--- config.mk ---
export PLATFORM = sky130hd
export DESIGN_NAME = rgb2gray_engine
export DESIGN_NICKNAME = d
export VERILOG_FILES = /design/src/rtl/rgb2gray_engine.sv
export SDC_FILE = /design/constraint.sdc
export NUM_CORES = 1
export LEC_CHECK = 0
export BUFFER_PORTS_ARGS = -buffer_cell sky130_fd_sc_hd__buf_2
export CAP_MARGIN = 5
export CORE_ASPECT_RATIO = 2
export CORE_MARGIN = 2
export CORE_UTILIZATION = 29
export CTS_CLUSTER_DIAMETER = 100
export DETAILED_ROUTE_END_ITERATION = 8
export PLACE_DENSITY = 0.54
export SYNTH_ARGS = -nofsm -noshare
export SYNTH_HDL_FRONTEND = slang
export SYNTH_SLANG_ARGS = --single-unit
--- constraint.sdc ---
create_clock -name i_CLK -period 14.25 [get_ports i_CLK]
set_input_delay 1.425 -clock i_CLK [delete_from_list [all_inputs] [get_ports i_CLK]]
set_output_delay 1.425 -clock i_CLK [all_outputs]
set_load 0.01 [all_outputs]
--- src/rtl/rgb2gray_engine.sv ---
// Colour-to-gray conversion engine: streams N_PIX {R,G,B} words from the colour
// BRAM, converts each one with a run-time selected mode and writes one gray word
// per pixel to the gray BRAM.
//
// Ports:
//   i_CLK, i_RST            clock (rising edge), asynchronous active-high reset
//   i_START, i_MODE         start pulse (IDLE only); mode sampled with start
//                           (00 luma, 01 average, 10 max, 11 green only)
//   i_HOLD                  stall: freezes address counter and pipeline
//   i_ABORT, i_ACK          cancel a run / acknowledge DONE
//   o_STATE, o_BUSY         00 IDLE, 01 RUN, 10 FLUSH, 11 DONE; busy in RUN/FLUSH
//   o_COLOR_ADDR/_RDEN      colour BRAM read port; i_COLOR_DATA one cycle later
//   o_GRAY_ADDR/_WREN/_DATA gray BRAM write port
module rgb2gray_engine #(
    parameter int R_W    = 4,
    parameter int G_W    = 4,
    parameter int B_W    = 4,
    parameter int GRAY_W = 8,
    parameter int N_PIX  = 76800,
    parameter int ADDR_W = 17
) (
    input  logic                   i_CLK,
    input  logic                   i_RST,
    input  logic                   i_START,
    input  logic [1:0]             i_MODE,
    input  logic                   i_HOLD,
    input  logic                   i_ABORT,
    input  logic                   i_ACK,
    output logic [1:0]             o_STATE,
    output logic                   o_BUSY,
    output logic [ADDR_W-1:0]      o_COLOR_ADDR,
    output logic                   o_COLOR_RDEN,
    input  logic [R_W+G_W+B_W-1:0] i_COLOR_DATA,
    output logic [ADDR_W-1:0]      o_GRAY_ADDR,
    output logic                   o_GRAY_WREN,
    output logic [GRAY_W-1:0]      o_GRAY_DATA
);

    localparam int CW = R_W + G_W + B_W;
    localparam logic [ADDR_W-1:0] LAST = ADDR_W'(N_PIX - 1);

    typedef enum logic [1:0] {
        S_IDLE  = 2'b00,
        S_RUN   = 2'b01,
        S_FLUSH = 2'b10,
        S_DONE  = 2'b11
    } state_t;

    state_t              state_q, state_d;
    logic [1:0]          mode_q, mode_d;
    logic                rden_q, rden_d;
    logic [ADDR_W-1:0]   raddr_q, raddr_d;
    logic                v1_q, v1_d;
    logic [ADDR_W-1:0]   a1_q, a1_d;
    logic                v2_q, v2_d;
    logic [ADDR_W-1:0]   a2_q, a2_d;
    logic [7:0]          r8_q, r8_d, g8_q, g8_d, b8_q, b8_d;
    logic                wren_q, wren_d;
    logic [ADDR_W-1:0]   waddr_q, waddr_d;
    logic [GRAY_W-1:0]   gray_q, gray_d;

    logic                busy;
    logic                abort_run;
    logic [16:0]         sum_l;
    logic [9:0]          sum_a;
    logic [17:0]         prod_a;
    logic [7:0]          mx;
    logic [7:0]          y;

    // Replicate a w-bit channel MSB-first until 8 bits are filled.
    function automatic logic [7:0] expand(input logic [7:0] x, input int w);
        logic [7:0] e;
        e = '0;
        for (int i = 0; i < 8; i++) begin
            e[3'(7 - i)] = x[3'(w - 1 - (i % w))];
        end
        return e;
    endfunction

    assign busy      = (state_q == S_RUN) || (state_q == S_FLUSH);
    assign abort_run = i_ABORT && busy;

    // Gray conversion on the captured, expanded channels.
    always_comb begin
        sum_l  = 17'd77 * 17'(r8_q) + 17'd150 * 17'(g8_q)
               + 17'd29 * 17'(b8_q) + 17'd128;
        sum_a  = 10'(r8_q) + 10'(g8_q) + 10'(b8_q);
        prod_a = 18'(sum_a) * 18'd171;
        mx     = (r8_q > g8_q) ? r8_q : g8_q;
        mx     = (b8_q > mx) ? b8_q : mx;
        case (mode_q)
            2'b00:   y = 8'(sum_l >> 8);
            2'b01:   y = 8'(prod_a >> 9);
            2'b10:   y = mx;
            default: y = g8_q;
        endcase
    end

    always_comb begin
        state_d = state_q;
        mode_d  = mode_q;
        rden_d  = rden_q;
        raddr_d = raddr_q;
        v1_d    = v1_q;
        a1_d    = a1_q;
        v2_d    = v2_q;
        a2_d    = a2_q;
        r8_d    = r8_q;
        g8_d    = g8_q;
        b8_d    = b8_q;
        wren_d  = wren_q;
        waddr_d = waddr_q;
        gray_d  = gray_q;

        unique case (state_q)
            S_IDLE: begin
                if (i_START) begin
                    state_d = S_RUN;
                    mode_d  = i_MODE;
                    rden_d  = 1'b1;
                    raddr_d = '0;
                end
            end
            S_RUN: begin
                if (!i_HOLD) begin
                    if (raddr_q == LAST) begin
                        state_d = S_FLUSH;
                        rden_d  = 1'b0;
                    end else begin
                        raddr_d = raddr_q + 1'b1;
                    end
                end
            end
            S_FLUSH: begin
                if (!i_HOLD && wren_q && waddr_q == LAST) begin
                    state_d = S_DONE;
                end
            end
            S_DONE: begin
                if (i_ACK) begin
                    state_d = S_IDLE;
                end
            end
        endcase

        // Whole pipeline advances in lock-step; a stall freezes every stage
        // while the colour BRAM keeps its output because RDEN is low.
        if (!i_HOLD) begin
            v1_d   = rden_q;
            a1_d   = raddr_q;
            v2_d   = v1_q;
            a2_d   = a1_q;
            wren_d = v2_q;
            if (v1_q) begin
                r8_d = expand(8'(i_COLOR_DATA[CW-1 -: R_W]), R_W);
                g8_d = expand(8'(i_COLOR_DATA[B_W +: G_W]), G_W);
                b8_d = expand(8'(i_COLOR_DATA[B_W-1:0]), B_W);
            end
            if (v2_q) begin
                waddr_d = a2_q;
                gray_d  = GRAY_W'(y >> (8 - GRAY_W));
            end
        end

        if (abort_run) begin
            state_d = S_IDLE;
            rden_d  = 1'b0;
            v1_d    = 1'b0;
            v2_d    = 1'b0;
            wren_d  = 1'b0;
        end
    end

    always_ff @(posedge i_CLK or posedge i_RST) begin
        if (i_RST) begin
            state_q <= S_IDLE;
            mode_q  <= 2'b00;
            rden_q  <= 1'b0;
            raddr_q <= '0;
            v1_q    <= 1'b0;
            a1_q    <= '0;
            v2_q    <= 1'b0;
            a2_q    <= '0;
            r8_q    <= '0;
            g8_q    <= '0;
            b8_q    <= '0;
            wren_q  <= 1'b0;
            waddr_q <= '0;
            gray_q  <= '0;
        end else begin
            state_q <= state_d;
            mode_q  <= mode_d;
            rden_q  <= rden_d;
            raddr_q <= raddr_d;
            v1_q    <= v1_d;
            a1_q    <= a1_d;
            v2_q    <= v2_d;
            a2_q    <= a2_d;
            r8_q    <= r8_d;
            g8_q    <= g8_d;
            b8_q    <= b8_d;
            wren_q  <= wren_d;
            waddr_q <= waddr_d;
            gray_q  <= gray_d;
        end
    end

    // Stall and abort suppress the BRAM strobes in the same cycle.
    assign o_STATE      = state_q;
    assign o_BUSY       = busy;
    assign o_COLOR_ADDR = raddr_q;
    assign o_COLOR_RDEN = rden_q && !i_HOLD && !i_ABORT;
    assign o_GRAY_ADDR  = waddr_q;
    assign o_GRAY_WREN  = wren_q && !i_HOLD && !i_ABORT;
    assign o_GRAY_DATA  = gray_q;

endmodule

==> out/results.ini <==
[clocking]
post-cts-setup-buffers=0
ctsRootBufferMaster=clkbuf_16
cts_resized=0
clock_path_buffers=2
clk_pin_slew_ps=80
cts_tree=built
hold_buffers=0
clkSinkCount=94
numCtsBuffers=9
htree_num_levels=3
clkLatencyLatePin_ps=360

[timing]
setup_viol_count_final=0
tightest_slew_ps=1030
finClkSkew_ps=10.6
slew_viol_final=0
slew_headroom=0.311
hold_violations=0
fin_crit_sh=0.404
fin_tns_setup_ps=0
rsz0062_at_grt=no
final.min_clock_period_ps=5760
clock.fmax_ghz=0.174

[yosys]
syn_area_um2=7000
yosysWarnings=0
yosys.cell_count.top_type=inv_1
synth_compound_area_frac=0.101
synth_flop_cell=dfrtp_1
synth-simple-area-share=0.144
synth_common_cells=inv_1 (99), dfrtp_1 (94), nand2_1 (92)
synthAdderAreaFrac=0.260
ys_async_sr_fraction=1.00
synth-xor-area-share=0.0300
synth_largest_area_cell=dfrtp_1
ys_ff_latch=94
yosys-top-cells-area=dfrtp_1 (34%), ha_1 (16%), fa_1 (9.7%)
ys_types=71
synth_edf_count=0
yosysSeqAreaShare=0.336
synth_top_family_by_area=adder cells
synth.top_cell.area_share=0.336
syn_inst=713
synth.mux.area_fraction=0.0616
synth.avg_cell_area_um2=9.82

[routing]
drt-initial-drc-count=157
ant_nets=0
totalWireLength_mm=18.3
wl_per_cell_um=17.2
vias=5193
firstDrtPassIters=4
vias_per_cell=4.88
drc=0

[floorplan]
io-pin-count=67
num_rows=80
die_area_um2=25500
floorplan.initialDensity=0.294
core_um2=23800
die_width_um=114
die_y_um=224

[worst_setup_path]
timing.critical_path.mode_cell=inv_1
cpMaxStageDelayCell=fa_1
required_ps=14510
crit_chain=ha_1, inv_1, fa_1, inv_1, ha_1, and3b_1, nor3_1, nor2_1, ha_1, ha_1, inv_1, fa_1, inv_1, fa_1, inv_1, fa_1, inv_1, ha_1, o211ai_1, o21ai_0, nor2_2, o21ai_1, or3_1, a41oi_1
crit_path_start_kind=register
crit_fanout=8
cpPeakStageDelay_ps=530
cp_data_arrival_time_ps=6020
crit_type=register to register
cp-end-kind=register

[grt]
grt_max_degree=71
gr-usage-all-layers=0.154
antenna_found_initial=0
grt_most_used_layer=met2
met3_usage=0.0249
grt_pass1_vias=5648
grt_pass1_wl_mm=29.9
gr-usage-met1=0.146
use_met2=0.307
grt-ovfl-total=0

[place]
dp_hpwl_mm=14.8
routabilityCongestion=0.858
port_buffers=64
post_dp_cell_area_um2=7630

[cells_and_area]
area_delta_synth_final_pct=13.0
n_antenna_cell=0
layout.nets=917
stdcell_area_um2=7920
multi_input_area_um2=4190
fill_cells=2520
layout-drive-gt1-share=0.174
seqCellArea_um2=2350

[status]
outcome=finished clean

[job]
maxCapViolCount=0

[min_path]
hold_class=register to register

## final timing paths
check | start | to | slack (ps) | depth (start not counted)
max in group asynchronous | i_RST | o_GRAY_ADDR[12] | 11970 | 3
min in group asynchronous | i_RST | b8_q[0] | 1050 | 2
setup reg to reg | g8_q[3] | o_GRAY_DATA[4] | 8490 | 24
setup / recovery | g8_q[3] | o_GRAY_DATA[4] | 8490 | 24
hold reg to reg | a2_q[2] | o_GRAY_ADDR[2] | 460 | 2
hold / removal | a2_q[2] | o_GRAY_ADDR[2] | 460 | 2
## cell type report
cell class                      instances  share of cell area
Clock buffer                           10              0.0302
Clock inverter                          6             0.00601
Inverter                               99              0.0473
Multi-Input combinational cell        499               0.529
Sequential cell                        94               0.297
Tap cell                              287              0.0454
Timing Repair Buffer                   69              0.0452
## sequential cells by signal, indices dropped and copies added, names as in the netlist, 2 cells and up
signal,count
a1_q,17
a2_q,17
b8_q,4
g8_q,4
mode_q,2
o_COLOR_ADDR,17
o_GRAY_ADDR,17
o_GRAY_DATA,6
o_STATE,2
r8_q,4
## cell families (layout without fill, tap and decap cells)
| family | count (synthesis) | in the layout |
|---|---|---|
| AO/OA/AOI/OAI | 107 | 107 |
| XOR/XNOR | 24 | 24 |
| adder cells (fa/ha/maj) | 125 | 125 |
| buffers and inverters | 121 | 184 |
| flip-flops | 94 | 94 |
| multiplexers | 39 | 39 |
| other | 1 | 2 |
| AND/OR/NAND/NOR | 202 | 202 |
## cell usage in the layout, fill, tap and decap left out, drive strengths merged, types with 6 or more instances in the layout
master    n
a21oi    26
and3      7
buf      69
clkbuf   10
dfrtp    94
fa       34
ha       91
inv     103
mux2     33
mux2i     6
nand2    92
nand2b    6
nand3    13
nand4    10
nor2     30
nor4      6
o211ai    6
o21ai    35
xnor2    13
xor2     11
## per-stage QoR
step | instances | setup WS, ps | util | hold slack (ps)
after floorplan | 714 | 8930 | - | 433
after global placement | 1048 | 8630 | 0.320 | 441
after detailed placement | 1048 | 8510 | 0.320 | 448
after CTS | 1064 | 8470 | 0.332 | 463
after global routing | 1064 | 8040 | 0.332 | 489
final | 1064 | 8490 | 0.332 | 456
## worst max-delay path, delay by kind of cell, from the launching register on
| family | cells | cell delay [ps] |
|---|---|---|
| AOI/OAI and AO/OA | 4 | 640 |
| adders and majority gates | 9 | 3250 |
| buffers and inverters | 6 | 300 |
| DFF | 1 | 490 |
| and+or+nand+nor | 5 | 960 |
## routing by layer
metal | wire length [µm] | part of all wire
met4 | 798 | 0.044
met3 | 568 | 0.031
met2 | 10600 | 0.58
met1 | 6370 | 0.35
met5 | 0 | 0
Power is left out: the tool's default activity adds up to more than one toggle a clock period on the data nets, which glitch-free logic cannot reach.
